--- config.mk ---
export PLATFORM = sky130hd
export DESIGN_NAME = dct8_fwd_stream
export DESIGN_NICKNAME = d
export VERILOG_FILES = /design/src/rtl/dct8_fwd_stream.sv
export SDC_FILE = /design/constraint.sdc
export NUM_CORES = 2
export LEC_CHECK = 0
export CAP_MARGIN = 20
export CELL_PAD_IN_SITES_DETAIL_PLACEMENT = 0
export CELL_PAD_IN_SITES_GLOBAL_PLACEMENT = 1
export CORE_ASPECT_RATIO = 0.75
export CORE_MARGIN = 1
export CORE_UTILIZATION = 48
export CTS_BUF_LIST = sky130_fd_sc_hd__clkbuf_8
export CTS_CLUSTER_DIAMETER = 40
export DETAILED_ROUTE_END_ITERATION = 7
export DONT_BUFFER_PORTS = 1
export GPL_ROUTABILITY_DRIVEN = 0
export PLACE_DENSITY_LB_ADDON = 0.3
export REMOVE_ABC_BUFFERS = 1
export SYNTH_ARGS = -nofsm -noshare
export SYNTH_HDL_FRONTEND = slang
export SYNTH_SLANG_ARGS = --single-unit
export TNS_END_PERCENT = 100
--- constraint.sdc ---
create_clock -name clk -period 12 [get_ports clk]
set_clock_uncertainty 0.2 [all_clocks]
set_input_delay 1.2 -clock clk [delete_from_list [all_inputs] [get_ports clk]]
set_output_delay 1.2 -clock clk [all_outputs]
set_load 0.05 [all_outputs]
--- src/rtl/dct8_fwd_stream.sv ---
// Forward 8-point 1D DCT-II, streaming.
//
// Samples x[0..7] arrive one per handshake on the input stream. All eight
// coefficient accumulators update in parallel on every accepted sample, so a
// block is fully transformed when x[7] is accepted. The finished block is then
// copied into a single output buffer and drained serially as X[0..7], which
// lets the next block fill while the previous one drains.
//
// Ports:
//   clk        system clock, all state on the rising edge
//   clr        asynchronous, active-high reset
//   in_valid   sample present
//   in_ready   engine can accept a sample (FILL state)
//   in_data    signed sample x[n]; n comes from the internal sample counter
//   out_valid  coefficient present (output buffer holds a block)
//   out_ready  sink accepts the coefficient
//   out_data   signed X[k], raw Q.12 or rounded to integer (ROUND_OUT)
//   out_idx    k of the current out_data
//   out_last   out_valid and out_idx == 7
module dct8_fwd_stream #(
  parameter int unsigned DATA_W    = 8,
  parameter int unsigned ROUND_OUT = 0,
  localparam int unsigned ACC_W    = DATA_W + 15
) (
  input  logic              clk,
  input  logic              clr,
  input  logic              in_valid,
  output logic              in_ready,
  input  logic [DATA_W-1:0] in_data,
  output logic              out_valid,
  input  logic              out_ready,
  output logic [ACC_W-1:0]  out_data,
  output logic [2:0]        out_idx,
  output logic              out_last
);

  localparam int unsigned K_W = 13;

  // K(k,n) = round(4096 * a_k * cos((2n+1)k*pi/16)), indexed [k][n].
  localparam logic signed [K_W-1:0] KTAB [8][8] = '{
    '{ 13'sd1448,  13'sd1448,  13'sd1448,  13'sd1448,
       13'sd1448,  13'sd1448,  13'sd1448,  13'sd1448},
    '{ 13'sd2009,  13'sd1703,  13'sd1138,  13'sd400,
      -13'sd400,  -13'sd1138, -13'sd1703, -13'sd2009},
    '{ 13'sd1892,  13'sd784,  -13'sd784,  -13'sd1892,
      -13'sd1892, -13'sd784,   13'sd784,   13'sd1892},
    '{ 13'sd1703, -13'sd400,  -13'sd2009, -13'sd1138,
       13'sd1138,  13'sd2009,  13'sd400,  -13'sd1703},
    '{ 13'sd1448, -13'sd1448, -13'sd1448,  13'sd1448,
       13'sd1448, -13'sd1448, -13'sd1448,  13'sd1448},
    '{ 13'sd1138, -13'sd2009,  13'sd400,   13'sd1703,
      -13'sd1703, -13'sd400,   13'sd2009, -13'sd1138},
    '{ 13'sd784,  -13'sd1892,  13'sd1892, -13'sd784,
      -13'sd784,   13'sd1892, -13'sd1892,  13'sd784},
    '{ 13'sd400,  -13'sd1138,  13'sd1703, -13'sd2009,
       13'sd2009, -13'sd1703,  13'sd1138, -13'sd400}
  };

  localparam logic signed [ACC_W-1:0] RND_BIAS = ACC_W'(2048);

  typedef enum logic [0:0] {StFill, StXfer} state_e;

  state_e state_q, state_d;

  logic [2:0]              n_q, n_d;
  logic signed [ACC_W-1:0] acc_q  [8];
  logic signed [ACC_W-1:0] acc_d  [8];
  logic signed [ACC_W-1:0] obuf_q [8];
  logic signed [ACC_W-1:0] obuf_d [8];
  logic                    obuf_busy_q, obuf_busy_d;
  logic [2:0]              out_idx_q, out_idx_d;

  logic                    in_fire;
  logic                    out_fire;
  logic                    copy;
  logic signed [ACC_W-1:0] x_ext;
  logic signed [ACC_W-1:0] prod     [8];
  logic signed [ACC_W-1:0] rnd_sum  [8];
  logic signed [ACC_W-1:0] obuf_val [8];

  // ---------------------------------------------------------------------------
  // Input FSM
  // ---------------------------------------------------------------------------
  always_ff @(posedge clk or posedge clr) begin
    if (clr) begin
      state_q <= StFill;
    end else begin
      state_q <= state_d;
    end
  end

  always_comb begin
    state_d = state_q;
    unique case (state_q)
      StFill: if (in_fire && (n_q == 3'd7)) state_d = StXfer;
      // Busy is sampled at the start of the cycle: a drain finishing on this
      // edge does not free the buffer for a copy until the next edge.
      StXfer: if (!obuf_busy_q) state_d = StFill;
      default: state_d = StFill;
    endcase
  end

  always_comb begin
    in_ready = 1'b0;
    copy     = 1'b0;
    unique case (state_q)
      StFill: in_ready = 1'b1;
      StXfer: copy     = !obuf_busy_q;
      default: begin
        in_ready = 1'b0;
        copy     = 1'b0;
      end
    endcase
  end

  // ---------------------------------------------------------------------------
  // Datapath
  // ---------------------------------------------------------------------------
  assign in_fire  = in_valid && in_ready;
  assign out_fire = obuf_busy_q && out_ready;
  assign x_ext    = {{(ACC_W-DATA_W){in_data[DATA_W-1]}}, in_data};

  // Products and the rounded form are exact in ACC_W: |X| < 2^21 at DATA_W=8.
  always_comb begin
    for (int k = 0; k < 8; k++) begin
      prod[k]     = x_ext * {{(ACC_W-K_W){KTAB[k][n_q][K_W-1]}}, KTAB[k][n_q]};
      rnd_sum[k]  = acc_q[k] + RND_BIAS;
      obuf_val[k] = (ROUND_OUT != 0) ? (rnd_sum[k] >>> 12) : acc_q[k];
    end
  end

  always_comb begin
    n_d         = n_q;
    acc_d       = acc_q;
    obuf_d      = obuf_q;
    obuf_busy_d = obuf_busy_q;
    out_idx_d   = out_idx_q;

    if (in_fire) begin
      // n == 0 restarts the sums so no separate clear cycle is needed.
      for (int k = 0; k < 8; k++) begin
        acc_d[k] = ((n_q == 3'd0) ? '0 : acc_q[k]) + prod[k];
      end
      n_d = n_q + 3'd1;
    end

    if (copy) begin
      obuf_d      = obuf_val;
      obuf_busy_d = 1'b1;
    end

    // Mutually exclusive with copy: copy needs the buffer idle.
    if (out_fire) begin
      out_idx_d = out_idx_q + 3'd1;
      if (out_idx_q == 3'd7) obuf_busy_d = 1'b0;
    end
  end

  always_ff @(posedge clk or posedge clr) begin
    if (clr) begin
      n_q         <= 3'd0;
      obuf_busy_q <= 1'b0;
      out_idx_q   <= 3'd0;
      for (int k = 0; k < 8; k++) begin
        acc_q[k]  <= '0;
        obuf_q[k] <= '0;
      end
    end else begin
      n_q         <= n_d;
      obuf_busy_q <= obuf_busy_d;
      out_idx_q   <= out_idx_d;
      for (int k = 0; k < 8; k++) begin
        acc_q[k]  <= acc_d[k];
        obuf_q[k] <= obuf_d[k];
      end
    end
  end

  // ---------------------------------------------------------------------------
  // Outputs
  // ---------------------------------------------------------------------------
  assign out_valid = obuf_busy_q;
  assign out_data  = obuf_q[out_idx_q];
  assign out_idx   = out_idx_q;
  assign out_last  = obuf_busy_q && (out_idx_q == 3'd7);

endmodule

# --- Word level (Yosys, flattened, before mapping) ---
# Memory sizes are Yosys's and may differ from the RTL's.
# Cells that the tools add are included.
totals:
  elab_cells: 94
  in_bits: 12
  regBits: 376
  romBits: 832
  output_inout_bits: 29
  mem_count: 8
memory_table:
  columns: ["name", "depth", "width", "read_ports", "rd_ports_with_merged_regs", "write_ports", "line_no", "text"]
  rows:
  - ["(no name shown)", 8, 13, 1, 0, 0, "126", "prod[k] = x_ext * {{(ACC_W-K_W){KTAB[k][n_q][K_W-1]}}, KTAB[k][n_q]};"]
  - ["(no name shown)", 8, 13, 1, 0, 0, "126", null]
  - ["(no name shown)", 8, 13, 1, 0, 0, "126", null]
  - ["(no name shown)", 8, 13, 1, 0, 0, "126", null]
  - ["(no name shown)", 8, 13, 1, 0, 0, "126", null]
  - ["(no name shown)", 8, 13, 1, 0, 0, "126", null]
  - ["2 more memories", null, null, null, null, null, null, null]
op_classes:
  mul: 8
  eq_ne: 2
  addsub: 10
  magnitude_cmp: 2
  n_mux: 35
  n_bitwise: 3
  reduce_logical: 6
ops:
  columns: ["op", "n"]
  rows:
  - ["23-bit 2-to-1 mux", 10]
  - ["13-bit 2-to-1 mux", 16]
  - ["23-bit adder", 8]
  - ["8-bit by 13-bit multiplier with 21-bit output", 8]
  - ["23-bit binary-select mux with 3-bit select", 1]
  - ["4-bit >= comparator (second input constant)", 2]
  - ["3-bit NOT with 4-bit output", 2]
  - ["1-bit 2-to-1 mux", 7]
  - ["3-bit by 1-bit adder with 3-bit output (second input constant)", 2]
  - ["3-bit equality test (second input constant)", 2]
  - ["1-bit logical AND", 4]
  - ["3-bit zero test", 1]
  - ["1-bit one-hot mux with 2 select lines", 1]
  - ["1-bit zero test", 1]
  - ["1-bit NOT", 1]

# --- Longest topological paths before layout ---
depth:
  ltp_word: 6
  ltp_mapped: 38
  ltp_nobuf: 35

# --- Worst setup path before layout ---
# OpenSTA, ideal clock, no wires.
synth_path:
  path_kind: "register -> register"
  start: "register n_q[0]"
  end: "register acc_q[160] (netlist name)"
  stages_incl_launch_ff: 35
  slack_ns: 3.853
  t_arrival_ns: 7.828
  required_time_ns: 11.681
  path_buffers: 4
  synth_period_minus_slack_ns: 8.147
  setup_ns: 0.119
  cell_sequence: "dfrtp_1 clkbuf_1 inv_1 clkbuf_1 ha_1 clkbuf_1 xnor2_1 clkbuf_1 nor2_1 ha_1 fa_1 inv_1 fa_1 fa_1 inv_1 ha_1 a21oi_1 o21bai_1 a21oi_1 o21bai_1 a21oi_1 nor2b_1 o21a_1 nor2_1 xnor2_1 ha_1 or2_2 a2111oi_0 o211ai_1 a2111oi_0 o31ai_1 mux2i_1 o31ai_1 mux2i_1 nor2_1"
synth_between:
  elab_chain_cells: 6
  word_cells_on_any_way: 8
  classes_between: "add/sub: 1; mul: 1; mux: 3; bitwise: 1; reduce/logical: 1; memory: 1"
synth_rtl:
  columns: ["element", "line_no", "text"]
  rows:
  - ["from (decl)", "65", "logic [2:0] n_q, n_d;"]
  - ["from (signal assigned)", "169", "n_q <= n_d;"]
  - ["3-bit NOT with 4-bit output (implied by the code)", "126", null]
  - ["memory 8 x 13 bit", null, null]
  - ["13-bit 2-to-1 mux (implied by the code) (2 in series)", "126", null]
  - ["8-bit by 13-bit multiplier with 21-bit output", "126", null]
  - ["23-bit adder (*)", "142", "acc_d[k] = ((n_q == 3'd0) ? '0 : acc_q[k]) + prod[k];"]
  - ["to (signal, indexed assignment)", "173", "acc_q[k] <= acc_d[k];"]
  - ["to (decl)", "66", "logic signed [ACC_W-1:0] acc_q [8];"]
# Every way passes the cells marked *; elsewhere a longest branch is shown, timed or not. The select of a mux whose other input is x is not followed.
# A chain may end at the register's enable or synchronous reset.

# --- Final worst setup path ---
# Same ends and word-level chain as after synthesis.

==> qor.yml <==
outcome:
  status: "completed"
floorplan:
  rows: 98
  die_area_um2: 98600
  core_area_um2: 95900
  die_h_um: 272
  design.portCount: 41
  die_x_um: 362
  start_util: 0.487
setup_path:
  arrival_ns: 10.43
  slowest_delay_ns: 1.07
  endpoint_kind: "register"
  cp-start-kind: "register"
  r2r_start: "n_q[0]"
  crit_path_frequent_cell: "inv_1"
  worst_path_max_delay_cell: "ha_1"
  cp_top_family: "adder cells"
  critPathKind: "reg2reg"
  cp.required_ns: 12.43
  cp_num_buf_inv: 5
  crit_start: "n_q[0]"
  cp_max_fo: 24
global_route:
  grt.total_usage: 0.288
  grt_overflow: 0
  grt_pass1_wl_mm: 213
  grt_max_degree: 139
  antenna_found_initial: 4
  grt_pass1_vias: 34089
layout:
  drive_gt1_frac: 0.0958
  fin_nets: 5906
  design_area_um2: 49600
  syn_to_final_growth_pct: 6.22
  fin_cells: 6230
yosys:
  yosys_warnings: 0
  synth_most_common_cell: "inv_1"
  yosysTopAreaCellShare: 0.236
  synth_common_cells: "856 x inv_1, 551 x fa_1, 468 x ha_1, 418 x nand2_1, 376 x dfrtp_1"
  yosysUniqueCellTypes: 86
  synth_area_leaders: "fa_1 24%, dfrtp_1 20%, ha_1 13%"
  yosysTopAreaCell: "fa_1"
  ys_ff_latch: 376
  synthArstFlopShare: 1.00
  synth_area_um2: 46700
  yosys_most_used_dff: "dfrtp_1"
  yosysSeqAreaShare: 0.201
  synth_cells: 4923
  syn_avg_cell_area_um2: 9.49
  synth_edf_count: 0
route:
  vias_per_cell: 5.51
  first_iter_violations: 3175
  drt_first_pass_iters: 6
  route.final.wire_length_mm: 138
  detail_route.wl_per_cell_um: 22.1
  ant_nets: 0
  via_count: 34345
  drc: 0
timing:
  fin_crit_sh: 0.834
  finalHoldViolations: 0
  tightest_slew_ns: 1.16
  holdWs_ns: 0.268
  rsz0062_at_grt: "false"
  slew_viol_final: 0
  finalSetupViolCount: 0
  slew_headroom: 0.224
  fin_crit_ns: 10.01
  clock.fmax_mhz: 99.9
clock_network:
  cts_made_buffers: 70
  cts_num_sinks: 376
  cts_root_buf: "clkbuf_8"
  postCtsSetupBuffers: 0
  clk-insertion-delay-late_ns: 0.73
  cts_max_level: 3
  cts_buffer_depth: 3
  cts-hold-fix-buffers: 0
  cts_tree: "built"
  cts_resized: 0
  clkTransAtPathRegs_ns: 0.07
min_path:
  worstHoldPathType: "in2async"
run:
  cap_violations: 0
placement:
  port_buffers: 0
  dpl_cell_area_um2: 48100
  dpl.hpwl_mm: 110
  dp_cells: 6101
[worst reg2reg max path: cells and delay by family (launching register included)]
family	cells	cell delay [ns]
buffers and inverters	5	0.70
XOR/XNOR	1	0.08
AND/OR/NAND/NOR	5	0.92
adder cells (fa/ha/maj)	7	3.60
multiplexers	2	0.40
flip-flops	1	0.81
AO/OA/AOI/OAI	11	3.17
[cell families (layout without fill, tap and decap cells)]
| family | count (synthesis) | after routing | synth area share |
|---|---|---|---|
| simple gates | 1245 | 1245 | 0.128 |
| fa+ha+maj | 1019 | 1019 | 0.361 |
| buf+inv | 1012 | 1017 | 0.0813 |
| compound gates | 740 | 740 | 0.103 |
| flops | 376 | 376 | 0.201 |
| mux | 267 | 267 | 0.0752 |
| xor+xnor | 264 | 264 | 0.0497 |
| other cells | 0 | 2 | 0 |
[final timing paths]
path                                   end  slack [ns]  cells after the start
worst min-delay path            acc_q[136]        0.27                      1
worst max-delay path            acc_q[160]        1.99                     31
worst min register to register   acc_q[23]        0.29                      1
min in group clk                 acc_q[23]        0.29                      1
worst max register to register  acc_q[160]        1.99                     31
max in group asynchronous       out_idx[0]        8.95                      3
[cells in the final DEF, fill, tap and decap left out, drive strengths merged, types with 26 or more instances in the layout]
master	netlist	layout
nand2	418	418
nand2b	41	41
buf	17	33
clkbuf	138	84
a21oi	191	191
a21o	82	82
fa	551	551
and2	87	87
nor3	77	77
mux4	46	46
ha	468	468
xor2	102	102
dfrtp	376	376
a211oi	33	33
and3	40	40
mux2	210	210
nor2	267	267
inv	857	873
nor2b	193	193
xnor2	162	162
or3	26	26
nand3	45	45
o21ai	228	228
[sequential cells by signal (all words and copies together) (netlist names)]
signal and flops:
n_q 3, obuf_q 184, out_valid 1, out_idx 3, state_q 1, acc_q 184
[metrics by stage]
step	setup TNS [ns]	util	setup WS, ns
after floorplan	-10.46	-	-1.88
after detailed placement	0	0.501	2.20
after global placement	0	0.501	2.44
after CTS	0	0.517	2.22
final	0	0.517	1.99
after global routing	0	0.517	1.38
[per-layer routing]
| metal | track usage | share of wire |
|---|---|---|
| met5 | 0 | 0 |
| met2 | 0.393 | 0.39 |
| met3 | 0.0928 | 0.11 |
| met1 | 0.441 | 0.48 |
| met4 | 0.0611 | 0.020 |
[cell type report]
type	count	area, um2
Clock buffer	82	1130
Multi-Input combinational cell	3535	33500
Fill cell	8883	46300
Antenna cell	2	5.00
Sequential cell	376	9420
Timing Repair Buffer	35	273
Inverter	857	3220
Tap cell	1300	1630
Clock inverter	43	410
Power is not shown: default switching activity piles up to over one toggle a cycle in this logic, so the estimate is an artifact.
